### config.mk
export PLATFORM = sky130hd
export DESIGN_NAME = mem_port_arbiter
export DESIGN_NICKNAME = d
export VERILOG_FILES = /design/src/rtl/mem_port_arbiter.sv
export SDC_FILE = /design/constraint.sdc
export NUM_CORES = 1
export LEC_CHECK = 0
export ABC_AREA = 1
export CAP_MARGIN = 25
export CORE_AREA = 2 2 105 107
export DETAILED_ROUTE_END_ITERATION = 16
export DIE_AREA = 0 0 107 109
export SLEW_MARGIN = 20
export SYNTH_ARGS = -nofsm -noshare
export SYNTH_HDL_FRONTEND = slang
export SYNTH_SLANG_ARGS = --single-unit
### constraint.sdc
create_clock -name clk -period 1.6 [get_ports clk]
set_clock_uncertainty 0.05 [all_clocks]
set_input_delay 0.16 -clock clk [delete_from_list [all_inputs] [get_ports clk]]
set_output_delay 0.16 -clock clk [all_outputs]
set_load 0.01 [all_outputs]
### src/rtl/mem_port_arbiter.sv
// Two-requester arbiter for the shared valid/ready memory port: locked instruction
// refill bursts, single-beat data grants, round-robin between them. Optional perf counters under MEMARB_PERF_EN.
module mem_port_arbiter #(
  parameter int unsigned BURST_BEATS = 4,
  parameter int unsigned LOCK_IDLE   = 2
) (
  input  logic        clk,
  input  logic        reset,
  input  logic        i_req_valid,
  output logic        i_req_ready,
  input  logic [31:0] i_req_addr,
  output logic [31:0] i_req_rdata,
  input  logic        d_req_valid,
  output logic        d_req_ready,
  input  logic [31:0] d_req_addr,
  input  logic [31:0] d_req_wdata,
  input  logic [3:0]  d_req_wstrb,
  output logic [31:0] d_req_rdata,
  output logic        mem_req_valid,
  input  logic        mem_req_ready,
  output logic [31:0] mem_req_addr,
  output logic [31:0] mem_req_wdata,
  output logic [3:0]  mem_req_wstrb,
  input  logic [31:0] mem_req_rdata
`ifdef MEMARB_PERF_EN
  ,
  output logic [31:0] perf_i_bursts,
  output logic [31:0] perf_d_grants,
  output logic [31:0] perf_d_wait
`endif
);

  localparam int unsigned BW = $clog2(BURST_BEATS + 1);
  localparam int unsigned IW = $clog2(LOCK_IDLE + 1);

  typedef enum logic [1:0] {
    IDLE    = 2'd0,
    GRANT_I = 2'd1,
    GRANT_D = 2'd2
  } state_t;

  state_t        state;
  logic          last;
  logic [BW-1:0] beat_cnt;
  logic [IW-1:0] idle_cnt;

  logic take_i_c;
  logic take_d_c;
  logic i_beat_c;
  logic d_beat_c;
  logic i_last_beat_c;
  logic i_timeout_c;

  // Round-robin pick in IDLE: on a tie the side that was not granted last wins.
  assign take_i_c = (state == IDLE) && i_req_valid && (!d_req_valid || last);
  assign take_d_c = (state == IDLE) && d_req_valid && !take_i_c;

  assign i_beat_c = (state == GRANT_I) && mem_req_ready && i_req_valid;
  assign d_beat_c = (state == GRANT_D) && mem_req_ready && d_req_valid;

  assign i_last_beat_c = i_beat_c && (beat_cnt == BW'(BURST_BEATS - 1));
  assign i_timeout_c   = !i_req_valid && (idle_cnt == IW'(LOCK_IDLE - 1));

  always_ff @(posedge clk) begin
    if (reset) begin
      state    <= IDLE;
      last     <= 1'b1;
      beat_cnt <= '0;
      idle_cnt <= '0;
    end else begin
      case (state)
        IDLE: begin
          if (take_i_c) begin
            state    <= GRANT_I;
            last     <= 1'b0;
            beat_cnt <= '0;
            idle_cnt <= '0;
          end else if (take_d_c) begin
            state    <= GRANT_D;
            last     <= 1'b1;
            beat_cnt <= '0;
            idle_cnt <= '0;
          end
        end
        GRANT_I: begin
          if (i_beat_c) begin
            beat_cnt <= beat_cnt + BW'(1);
          end
          if (i_req_valid) begin
            idle_cnt <= '0;
          end else begin
            idle_cnt <= idle_cnt + IW'(1);
          end
          // Burst ends on its final beat or after a long enough valid gap.
          if (i_last_beat_c || i_timeout_c) begin
            state <= IDLE;
          end
        end
        GRANT_D: begin
          if (d_beat_c) begin
            state <= IDLE;
          end
        end
        default: state <= IDLE;
      endcase
    end
  end

  // Memory-side mux selected by the registered grant.
  always_comb begin
    mem_req_valid = 1'b0;
    mem_req_addr  = 32'd0;
    mem_req_wdata = 32'd0;
    mem_req_wstrb = 4'd0;
    case (state)
      GRANT_I: begin
        mem_req_valid = i_req_valid;
        mem_req_addr  = i_req_addr;
      end
      GRANT_D: begin
        mem_req_valid = d_req_valid;
        mem_req_addr  = d_req_addr;
        mem_req_wdata = d_req_wdata;
        mem_req_wstrb = d_req_wstrb;
      end
      default: ;
    endcase
  end

  assign i_req_ready = i_beat_c;
  assign d_req_ready = d_beat_c;
  assign i_req_rdata = mem_req_rdata;
  assign d_req_rdata = mem_req_rdata;

`ifdef MEMARB_PERF_EN
  always_ff @(posedge clk) begin
    if (reset) begin
      perf_i_bursts <= '0;
      perf_d_grants <= '0;
      perf_d_wait   <= '0;
    end else begin
      if (take_i_c) begin
        perf_i_bursts <= perf_i_bursts + 32'd1;
      end
      if (take_d_c) begin
        perf_d_grants <= perf_d_grants + 32'd1;
      end
      if (d_req_valid && (state != GRANT_D)) begin
        perf_d_wait <= perf_d_wait + 32'd1;
      end
    end
  end
`endif

endmodule
Word-level counts from Yosys, hierarchy flattened
Cells that the tools add are included.
- flip-flop bits (word level): 8
- input bits: 137
- output and inout bits: 135
- word-level logic and storage cells: 55
- add/sub/neg operators: 2
- equality and inequality tests: 8
- muxes and demuxes: 19
- reduce and logical (&&, ||, !) cells: 22
- operators with widths (kind ; number):
    case mux 32 bit (2 select lines) ; 1
    two-way mux 32 bit ; 1
    two-way mux 2 bit ; 7
    logical AND 1 bit ; 10
    two-way mux 3 bit ; 3
    case mux 2 bit (3 select lines) ; 1
    case mux 3 bit (2 select lines) ; 1
    AND reduction 3 bit ; 2
    == test 2 x 1 -> 1 bit (second input constant) ; 2
    two-way mux 4 bit ; 1
    != test 2 bit (second input constant) ; 2
    case mux 2 bit (2 select lines) ; 1
    AND reduction 2 bit ; 2
    nonzero test 2 bit ; 2
    adder 3 x 1 -> 3 bit (second input constant) ; 1
    == test 3 x 2 -> 1 bit (second input constant) ; 1
    logical NOT 1 bit ; 3
    != test 3 bit (second input constant) ; 1
    adder 2 x 1 -> 2 bit (second input constant) ; 1
    == test 2 bit (second input constant) ; 1
    logical NOT 2 bit ; 1
    logical OR 1 bit ; 2
    two-way mux 1 bit ; 2
    != test 2 x 1 -> 1 bit (second input constant) ; 1
    case mux 1 bit (2 select lines) ; 1

Longest topological paths before layout
- depth in word-level cells: 8
- mapped depth: 10
- mapped depth without buffers: 9

Worst setup path before layout
Ideal clock, no wire load.
- kind: flip-flop to output port
- from: reg state[0]
- to: out mem_req_addr[0]
- data arrival time: 1.158 ns
- data required time: 1.390 ns
- slack: 0.232 ns
- cell stages (with the launch flop): 6
- buffers on the path: 1
- path through: dfxtp_1 -> inv_1 -> ha_1 -> inv_1 -> buf_1 -> a21oi_1
- longest elaborated chain between the ends: 2
- elaborated cells between the ends (all ways): 3
- ends and longest elaborated chain (element ; line ; RTL):
    from (decl) ; 42 ; state_t state;
    from (signal assigned) ; 66 ; state <= IDLE;
    from (signal assigned) ; 74 ; state <= GRANT_I;
    from (signal assigned) ; 79 ; state <= GRANT_D;
    == test 2 bit or == test 2 x 1 -> 1 bit (tied branches) ; 115 ; case (state)
    case mux 32 bit (2 select lines) (*) ; 115 ;
    to (decl) ; 21 ; output logic [31:0] mem_req_addr,
Mark *: on every way between the ends. The rest lies on a longest branch, timed or not.

Worst setup path in the final report
- from: reg state[0]
- to: out mem_req_addr[14]
The elaborated chain is that of the path after synthesis.

==> results <==
## what timing repair did
item                       CTS  global route
buffers inserted             8             1
gates resized for setup    337            98
hold endpoints to repair     0             0
setup endpoints to repair   78            76
gates cloned                 6             5
pin swaps                   11            26
## synthesized netlist by cell type, types with 2 or more instances
cell | number | share of area, %
nor3_1 | 2 | 0.57
buf_2 | 10 | 2.8
o21ai_0 | 4 | 1.1
dfxtp_1 | 8 | 9.1
nor2_1 | 17 | 3.6
nand2_2 | 2 | 0.71
nand2_1 | 114 | 24
buf_1 | 3 | 0.64
a21oi_1 | 38 | 11
inv_1 | 48 | 10
ha_1 | 6 | 4.3
buf_6 | 2 | 1.3
buf_4 | 65 | 28
inv_2 | 3 | 0.64
nand3_1 | 3 | 0.85
## layout make-up
cell class,instances,area (um2)
multi-input combinational,189,1210
sequential,8,168
clock buffer,3,41.3
tap,140,175
timing repair buffer,206,2020
fill,1112,6780
inverter,51,209
## power by group
group	total (uW)	switching (uW)	leakage (uW)	internal [uW]
clock network	251	86.9	0.0000216	164
registers	382	75.1	0.0000674	306
logic	5170	2610	0.00181	2560
total	5800	2780	0.00190	3030
## final timing paths
| check | depth (start not counted) | to | from | slack (ns) |
|---|---|---|---|---|
| min reg2reg | 2 | idle_cnt[1] | idle_cnt[1] | 0.41 |
| max reg2reg | 11 | beat_cnt[1] | state[0] | 0.09 |
| max | 7 | mem_req_addr[14] | state[0] | -0.06 |
| min | 0 | d_req_rdata[1] | mem_req_rdata[1] | 0.27 |
## flip-flops by register name, summed over array words and instances, names as in the netlist
signal    cells
beat_cnt      3
state         2
last          1
idle_cnt      2
## per-stage QoR
step / util [%] / hold slack [ns] / TNS, ns / cell area, um2
after floorplan: - / 0.254 / 0 / 1760
after global placement: 30.9 / 0.270 / -14.79 / 3280
after detailed placement: 30.9 / 0.270 / -15.38 / 3280
after CTS: 33.1 / 0.270 / -1.43 / 3510
after global routing: 36.1 / 0.270 / -2.83 / 3820
final: 36.1 / 0.270 / -0.809 / 3820
## critical path: cells and delay by family (launching register included)
family,cells,cell delay [ns]
simple gates,1,0.06
buf+inv,4,0.50
flops,1,0.35
compound gates,1,0.13
fa+ha+maj,1,0.17
## layer usage
layer	part of all wire (%)	track usage (%)
met1	39	14.8
met2	53	24.3
met3	6.3	2.99
met4	1.7	3.99
met5	0	0
## logic make-up after synthesis
| family | synth area share (%) |
|---|---|
| AND/OR/NAND/NOR | 30.5 |
| buffers and inverters | 43.4 |
| AO/OA/AOI/OAI | 12.7 |
| flip-flops | 9.11 |
| adder cells (fa/ha/maj) | 4.27 |
==> summary.txt <==
status - finished with violations
failing checks - negative setup slack
peak supply drop - 892 uV
DR vias - 2,362
CTS clk-pin slew, worst paths - 0.04 ns
Die ar. - 11,700 um2
Worst EP required - 1.39 ns
EDFF count, synth - 0
Avg Vias per Cell - 3.96
CORE AREA - 10,600 um2
Ports - 272
TritonCTS Buffers - 3
slowest CP cell - dfxtp_4
Tcrit/Tclk final - 104%
post-placement cell count - 578
antenna viol nets, final - 0
crit path kind - reg -> out
largest net degree at the start of global routing - 14
fmax - 0.602 GHz
Chip Width - 107 um
Die Y - 109 um
DRT iter0 DRCs - 56
most frequent cells in the layout - clkdlybuf4s50_1 (104), nand2_1 (81), buf_2 (46), inv_1 (35), a21oi_2 (26)
GRT Total Usage - 13.1%
Async SR Flop Fraction - 0%
fin cells - 597
Max-cap violations - 0
Hold Fails Final Rpt - 0
initial antenna violation count - 0
Tightest Hold Check Type - in -> out
Max transition margin - 80.8%
clk buf depth - 2
DP HPWL - 5790 um
number of nets in the layout - 602
Hold Buf Count CTS - 0
worst slack, placed - -0.380 ns
leading cell type in the layout, fill and taps excluded - clkdlybuf4s50_1
CP cell instances - inv_4, ha_4, buf_6, clkbuf_16, nand2_2, a21oi_2, buf_2
first-pass GRT wire length - 11,900 um
Mapped Cells - 328
Mapped Avg Cell Area - 5.36 um2
Max FO, Critical Path - 6
Syn Std Cell Area - 1760 um2
Synth Flop Type - dfxtp_1
RSZ-0062 raised after global routing - true
post-route setup slack - -0.0613 ns
global placer's final weighted congestion - 0.768
post-synthesis cell type count - 18
initial core utilization - 16.6%
Port Buffers - 175
crit path DAT - 1.45 ns
Root Driver - clkbuf_8
Row Count - 38
Clock Sinks - 8
Seq/Total Area, Yosys - 9.11%
CP peak stage delay - 0.35 ns
antenna fix cells - 0
# H-tree levels - 1
post-layout min period - 1.66 ns
leakage - 0.00190 uW
flop and latch count out of synthesis - 8
total power draw - 5800 uW
P&R area growth vs syn - 118%
drt total wl - 8770 um
Syn Nets - 471
CTS tree - done
DRC viols - 0
Setup violations, final - 27
share of cells above drive strength 1 - 43.5%
critical path capture point type - output pin
Final Max Slew Viols - 0
Worst-Skew Late Latency - 0.23 ns
Power per Cell Area - 1520 nW/um2
number of global-route vias before repair - 2,264
yosys warns - 0
drt wl/cell - 14.7 um
gr ovfl total - 0
critical path launch point type - flop
worst-margin pin slew - 0.287 ns
DRT Pass-1 Iters - 4
(Power assumes the default switching activity.)
